==> src/rtl/fetch_unit_if.sv <==
// -----------------------------------------------------------------------------
// fetch_unit_if
//   Instruction-memory channel between the fetch stage and instruction memory.
//   Requests use a valid/ready handshake; responses are returned in order,
//   exactly one per accepted request, at least one cycle after acceptance.
//
//   Signals
//     imem_req_valid  fetch -> mem   request valid
//     imem_req_ready  mem -> fetch   request accepted this cycle
//     imem_addr       fetch -> mem   request address (word aligned fetch PC)
//     imem_rsp_valid  mem -> fetch   response valid
//     imem_rsp_data   mem -> fetch   instruction word
//
//   Modports
//     master  fetch side (drives requests, consumes responses)
//     slave   memory side
// -----------------------------------------------------------------------------
interface fetch_unit_if;
  logic        imem_req_valid;
  logic        imem_req_ready;
  logic [31:0] imem_addr;
  logic        imem_rsp_valid;
  logic [31:0] imem_rsp_data;

  modport master (
    output imem_req_valid,
    output imem_addr,
    input  imem_req_ready,
    input  imem_rsp_valid,
    input  imem_rsp_data
  );

  modport slave (
    input  imem_req_valid,
    input  imem_addr,
    output imem_req_ready,
    output imem_rsp_valid,
    output imem_rsp_data
  );
endinterface

==> src/rtl/fetch_unit.sv <==
// -----------------------------------------------------------------------------
// fetch_unit
//   RV32I instruction-fetch stage including the IF/ID pipeline register.
//   Owns the fetch PC, issues requests to instruction memory, tags in-flight
//   requests with their PC, buffers returned instructions in a 2-entry queue
//   and presents them to decode. Honours the decode stall and the execute
//   stage redirect.
//
//   Optional feature: define FETCH_BYPASS_EN to let a response go straight
//   into the D register when the instruction queue is empty and D is loading
//   (fetch-to-D latency 1 instead of 2). The default build has no bypass.
//
//   Ports
//     clk        clock, all state changes on posedge
//     rst        synchronous active-high reset
//     imem       instruction memory channel (fetch_unit_if.master)
//     StallD     hold the D register
//     PCSrcE     redirect from execute (taken branch/jump)
//     PCTargetE  redirect target
//     InstrD     instruction to decode (addi x0,x0,0 when bubbled)
//     PCD        PC of InstrD
//     PCPlus4D   PCD + 4
//     ValidD     D register holds a real instruction
// -----------------------------------------------------------------------------
module fetch_unit #(
  parameter logic [31:0] RESET_PC = 32'h0000_0000
) (
  input  logic                clk,
  input  logic                rst,
  fetch_unit_if.master        imem,
  input  logic                StallD,
  input  logic                PCSrcE,
  input  logic [31:0]         PCTargetE,
  output logic [31:0]         InstrD,
  output logic [31:0]         PCD,
  output logic [31:0]         PCPlus4D,
  output logic                ValidD
);

  localparam logic [31:0] NOP_INSTR = 32'h0000_0013;  // addi x0,x0,0

  // Fetch PC
  logic [31:0] pc_f;

  // Pending-PC queue: one tag per non-dropped in-flight request, in order.
  logic [31:0] pend_pc [2];
  logic        pend_rd;
  logic        pend_wr;

  // Instruction queue: {instr, pc} pairs waiting for decode.
  logic [31:0] iq_instr [2];
  logic [31:0] iq_pc    [2];
  logic        iq_head;
  logic [1:0]  iq_count;

  // In-flight request count and number of upcoming responses to discard.
  logic [1:0]  outstanding;
  logic [1:0]  drop;

  // Per-cycle decisions
  logic        credit_ok;
  logic        accept;
  logic        rsp_valid;
  logic        rsp_drop;
  logic        rsp_keep;
  logic [31:0] rsp_pc;
  logic        load_d;
  logic        iq_pop;
  logic        iq_push;
  logic        iq_tail;
  logic        bypass;
  logic [1:0]  outstanding_next;

  always_comb begin
    // NOTE: every signal written here gets a value on every path, so no latches.
    // Credit rule: queued plus in-flight instructions never exceed the queue
    // depth, which guarantees every response has a free queue slot.
    credit_ok        = ({1'b0, iq_count} + {1'b0, outstanding}) < 3'd2;
    accept           = !rst && credit_ok && imem.imem_req_ready;
    rsp_valid        = imem.imem_rsp_valid;
    rsp_drop         = rsp_valid && (drop != 2'd0);
    rsp_keep         = rsp_valid && (drop == 2'd0);
    rsp_pc           = pend_pc[pend_rd];
    load_d           = !StallD;
    iq_pop           = load_d && (iq_count != 2'd0);
`ifdef FETCH_BYPASS_EN
    bypass           = load_d && (iq_count == 2'd0) && rsp_keep && !PCSrcE;
`else
    bypass           = 1'b0;
`endif
    iq_push          = rsp_keep && !bypass;
    // Tail of a 2-entry ring is head + count (mod 2).
    iq_tail          = iq_head ^ iq_count[0];
    outstanding_next = outstanding + {1'b0, accept} - {1'b0, rsp_valid};
  end

  assign imem.imem_req_valid = !rst && credit_ok;
  assign imem.imem_addr      = pc_f;

  // Control state and the D register.
  always_ff @(posedge clk) begin
    // NOTE: sequential state uses non-blocking assignments so every register
    // samples the pre-edge values regardless of statement order.
    if (rst) begin
      pc_f        <= RESET_PC;
      pend_rd     <= 1'b0;
      pend_wr     <= 1'b0;
      iq_head     <= 1'b0;
      iq_count    <= 2'd0;
      outstanding <= 2'd0;
      drop        <= 2'd0;
      InstrD      <= NOP_INSTR;
      PCD         <= 32'h0000_0000;
      PCPlus4D    <= 32'h0000_0000;
      ValidD      <= 1'b0;
    end else begin
      outstanding <= outstanding_next;
      if (PCSrcE) begin
        // Everything in flight after this cycle (including a request accepted
        // right now) belongs to the wrong path and must be discarded.
        pc_f     <= PCTargetE;
        pend_rd  <= 1'b0;
        pend_wr  <= 1'b0;
        iq_head  <= 1'b0;
        iq_count <= 2'd0;
        drop     <= outstanding_next;
        InstrD   <= NOP_INSTR;
        ValidD   <= 1'b0;
      end else begin
        if (accept) begin
          pc_f    <= pc_f + 32'd4;
          pend_wr <= ~pend_wr;
        end
        if (rsp_drop) begin
          drop <= drop - 2'd1;
        end
        if (rsp_keep) begin
          pend_rd <= ~pend_rd;
        end
        if (iq_pop) begin
          iq_head <= ~iq_head;
        end
        iq_count <= iq_count + {1'b0, iq_push} - {1'b0, iq_pop};

        if (load_d) begin
          if (iq_pop) begin
            InstrD   <= iq_instr[iq_head];
            PCD      <= iq_pc[iq_head];
            PCPlus4D <= iq_pc[iq_head] + 32'd4;
            ValidD   <= 1'b1;
          end else if (bypass) begin
            InstrD   <= imem.imem_rsp_data;
            PCD      <= rsp_pc;
            PCPlus4D <= rsp_pc + 32'd4;
            ValidD   <= 1'b1;
          end else begin
            // Bubble: PCD/PCPlus4D keep their last values.
            InstrD   <= NOP_INSTR;
            ValidD   <= 1'b0;
          end
        end
      end
    end
  end

  // Queue storage.
  always_ff @(posedge clk) begin
    // NOTE: storage arrays carry no reset; the pointers and counts that guard
    // them are reset, so stale contents are never read.
    if (accept && !PCSrcE) begin
      pend_pc[pend_wr] <= pc_f;
    end
    if (iq_push && !PCSrcE) begin
      iq_instr[iq_tail] <= imem.imem_rsp_data;
      iq_pc[iq_tail]    <= rsp_pc;
    end
  end

endmodule

==> src/flat_wrapper.sv <==
// flat-port wrapper written by rule: the top's interface ports become plain ports
module fetch_unit_flat 
#(
  parameter logic [31:0] RESET_PC = 32'h0000_0000
)
  (clk, rst, StallD, PCSrcE, PCTargetE, InstrD, PCD, PCPlus4D, ValidD, imem_imem_req_valid, imem_imem_addr, imem_imem_req_ready, imem_imem_rsp_valid, imem_imem_rsp_data);
  fetch_unit_if imem_i ();
  input  logic clk;
  input  logic rst;
  input  logic StallD;
  input  logic PCSrcE;
  input  logic [31:0] PCTargetE;
  output logic [31:0] InstrD;
  output logic [31:0] PCD;
  output logic [31:0] PCPlus4D;
  output logic ValidD;
  output wire logic [$bits(imem_i.imem_req_valid)-1:0] imem_imem_req_valid;
  output wire logic [$bits(imem_i.imem_addr)-1:0] imem_imem_addr;
  input wire logic [$bits(imem_i.imem_req_ready)-1:0] imem_imem_req_ready;
  input wire logic [$bits(imem_i.imem_rsp_valid)-1:0] imem_imem_rsp_valid;
  input wire logic [$bits(imem_i.imem_rsp_data)-1:0] imem_imem_rsp_data;
  assign imem_imem_req_valid = imem_i.imem_req_valid;
  assign imem_imem_addr = imem_i.imem_addr;
  assign imem_i.imem_req_ready = imem_imem_req_ready;
  assign imem_i.imem_rsp_valid = imem_imem_rsp_valid;
  assign imem_i.imem_rsp_data = imem_imem_rsp_data;
  fetch_unit #(.RESET_PC(RESET_PC)) u_core (.clk(clk), .rst(rst), .imem(imem_i), .StallD(StallD), .PCSrcE(PCSrcE), .PCTargetE(PCTargetE), .InstrD(InstrD), .PCD(PCD), .PCPlus4D(PCPlus4D), .ValidD(ValidD));
endmodule
==> config.mk <==
export PLATFORM = sky130hd
export DESIGN_NAME = fetch_unit_flat
export DESIGN_NICKNAME = d
export VERILOG_FILES = /design/src/rtl/fetch_unit_if.sv /design/src/rtl/fetch_unit.sv /design/src/flat_wrapper.sv
export SDC_FILE = /design/constraint.sdc
export NUM_CORES = 1
export LEC_CHECK = 0
export ABC_AREA = 1
export CORE_UTILIZATION = 59
export CTS_BUF_LIST = sky130_fd_sc_hd__clkbuf_4 sky130_fd_sc_hd__clkbuf_8 sky130_fd_sc_hd__clkbuf_16
export CTS_CLUSTER_SIZE = 24
export DETAILED_ROUTE_END_ITERATION = 8
export PLACE_DENSITY = 0.95
export SYNTH_ARGS = -nofsm -noshare
export SYNTH_HDL_FRONTEND = slang
export SYNTH_SLANG_ARGS = --single-unit
==> constraint.sdc <==
create_clock -name clk -period 17.95 [get_ports clk]
set_input_delay 3.59 -clock clk [delete_from_list [all_inputs] [get_ports clk]]
set_output_delay 3.59 -clock clk [all_outputs]
set_load 0.1 [all_outputs]
==> flow_summary.toml <==
[placed_design]
dp_hpwl_um = 22600
placed_area_um2 = 16100
place_ws_ns = 8.62
port_buffers = 199
dp_cells = 1914
gp_congestion = 0.859

[sta]
finalSetupTns_ns = 0
hold_violations = 0
min_period_over_period_pct = 52.0
tightestPinTransition_ns = 1.16
fmax_mhz = 107
final.setup_skew_ns = 0.0135
setup_slack_ns = 8.62
setup_viol = 0
slew_violations = 0
grt_setup_unrepaired = "no"
slew_headroom_pct = 22.1
min_period_ns = 9.33

[pwr]
power_mw = 1.87
vdd_drop_max_v = 0.0000744
p_leak_nw = 6.64
p_per_area_nw_per_um2 = 109

[detailed_routing]
routed_wl_um = 38700
firstDrtPassIters = 6
wire_per_inst_um = 19.6
vias = 11544
drtAntennaViolNets = 0
routed_via_density = 5.85
drc = 0
first_iter_violations = 1727

[clock_tree]
cts_hold_buf = 0
cts_resized = 0
cts.clk_slew.worst_paths_ns = 0.06
cts_made_buffers = 31
cts_tree = "done"
cts_max_level = 1
clockBufferDepth = 3
cts_sinks = 330
clock-root-buffer = "clkbuf_16"
clkLatencyLatePin_ns = 0.56
postCtsSetupBuffers = 0

[status]
outcome = "finished clean"

[logic_synthesis]
synth_edf_count = 192
synthCells = 1449
synth_top_flop_cell = "edfxtp_1"
synth_area_per_cell_um2 = 9.58
yosysUniqueCellTypes = 46
ys_ff_latch = 330
ys_warn_count = 0
ys_seq_area_share_pct = 61.4
syn_area_um2 = 13900
synth_fp_nets = 1527
async_reset_ff_share_pct = 0

[cells_and_area]
final_nets = 1712
syn_to_final_growth_pct = 24.3
fill_cells = 1340
drive_gt1_share_pct = 9.05
layoutNonFillerInstCount = 1973
final_cell_area_um2 = 17300

[floorplanning]
core_area_um2 = 22800
die_area_um2 = 24200
fp-row-count = 55
die_w_um = 155
ioPinCount = 200
initial_core_util_pct = 60.8
dieHeight_um = 155

[global_route]
antenna_found_initial = 2
grt_pass1_wl_um = 57600
grt_pass1_vias = 11034
grt_usage_pct = 30.5
grt_max_degree = 71
overflow = 0

[job]
maxCapViolations = 0

[min_path]
hold_path.class = "reg2reg"

[critical_path]
start_kind = "input pin"
timing.critical_path.to_type = "output port"
critPathMaxFanout = 39
arrival_ns = 5.74
required_ns = 14.36
worstSetupPathType = "in2out"
[stage by stage]
stage	hold WS, ns	util, %
finish	0.469	75.5
detailed placement	0.456	70.4
global placement	0.446	70.4
global route	0.483	75.5
CTS	0.467	75.5
floorplan	0.445	-
[layout make-up]
type,count,area [µm²],area share [%]
Sequential cell,330,8530,49.4
Multi-Input combinational cell,946,4660,27.0
Timing Repair Buffer,212,2090,12.1
Clock buffer,34,798,4.63
Inverter,113,424,2.46
Tap cell,313,392,2.27
Clock inverter,23,360,2.09
Antenna cell,2,5.00,0.0290
[synthesized netlist by cell type (all sizes together), types with 2 or more instances]
library cell	count	area share, %
or2	3	0.14
xnor2	7	0.44
o211a	6	0.43
o21ai	78	3.0
buf	27	1.2
dfxtp	138	20
mux2	32	2.6
ha	7	0.63
nand4	14	0.63
a221oi	2	0.13
edfxtp	192	42
nor2	147	4.6
o211ai	5	0.27
xor2	7	0.44
o21a	13	0.70
nand3b	2	0.11
inv	110	3.0
nor3	8	0.32
clkbuf	33	0.89
clkinv	3	0.081
and3	3	0.14
nand2	450	13
nand3	70	2.6
a31oi	15	0.68
a21boi	5	0.27
a21oi	67	2.4
[where the power goes]
part | internal [mW] | leakage [nW] | total [mW] | switching [mW]
registers | 0.837 | 2.88 | 0.861 | 0.0237
clock network | 0.463 | 0.570 | 0.758 | 0.295
logic | 0.0688 | 3.19 | 0.254 | 0.185
total | 1.37 | 6.64 | 1.87 | 0.503
[placed cells by master (no fill, tap or decap), drive strengths merged, types with 8 or more instances in the layout]
master and instances:
nor3 8, dfxtp 138, mux2 32, inv 110, bufinv 10, nand4 14, nand3 70, a21oi 67
clkinv 15, clkbuf 34, clkdlybuf4s50 199, o21a 13, buf 13, nand2 450, o21ai 78, edfxtp 192
nor2 147, a31oi 15
[cell families (layout without fill, tap and decap cells)]
family | after synthesis | after routing | synth area share, %
AOI/OAI and AO/OA | 192 | 192 | 7.93
xor gates and xnor gates | 14 | 14 | 0.883
adders and majority gates | 8 | 8 | 0.775
buffers and inverters | 173 | 382 | 5.19
DFF | 330 | 330 | 61.4
muxes | 33 | 33 | 2.67
other | 0 | 2 | 0
and+or+nand+nor | 699 | 699 | 21.1
[flip-flops by register name, indices dropped and copies added, names as in the netlist, named ones only]
name / flops
u_core.pend_wr: 1
u_core.PCPlus4D: 32
u_core.drop: 2
u_core.outstanding: 2
u_core.iq_count: 2
u_core.imem.imem_addr: 32
u_core.ValidD: 1
u_core.iq_head: 1
u_core.PCD: 30
u_core.iq_instr: 64
u_core.pend_pc: 64
u_core.iq_pc: 64
u_core.pend_rd: 1
u_core.InstrD: 32
[worst paths after layout]
path	endpoint	startpoint	slack, ns	cells after the start
setup reg to reg	u_core.iq_count[1]$_SDFF_PP0_	u_core.iq_count[1]$_SDFF_PP0_	14.52	8
hold reg to reg	u_core.InstrD[24]$_SDFFE_PP0N_	u_core.InstrD[24]$_SDFFE_PP0N_	0.47	2
setup / recovery	imem_imem_req_valid	rst	8.62	4
hold / removal	u_core.InstrD[24]$_SDFFE_PP0N_	u_core.InstrD[24]$_SDFFE_PP0N_	0.47	2
[routing by layer]
layer / vias up / part of all wire (%) / GRT usage [%]
met1: 5434 / 38 / 39.6
met4: 0 / 3.7 / 13.6
met2: 801 / 50 / 51.3
met3: 129 / 8.8 / 4.21
met5: - / 0 / 0
li1: 5180 / - / -
[critical path, stage by stage]
cell	delay, ns
clkdlybuf4s50_1	0.39
buf_4	0.28
nor3_1	0.28
clkdlybuf4s50_1	1.19
Note: power is estimated with default switching activity, not from simulation.
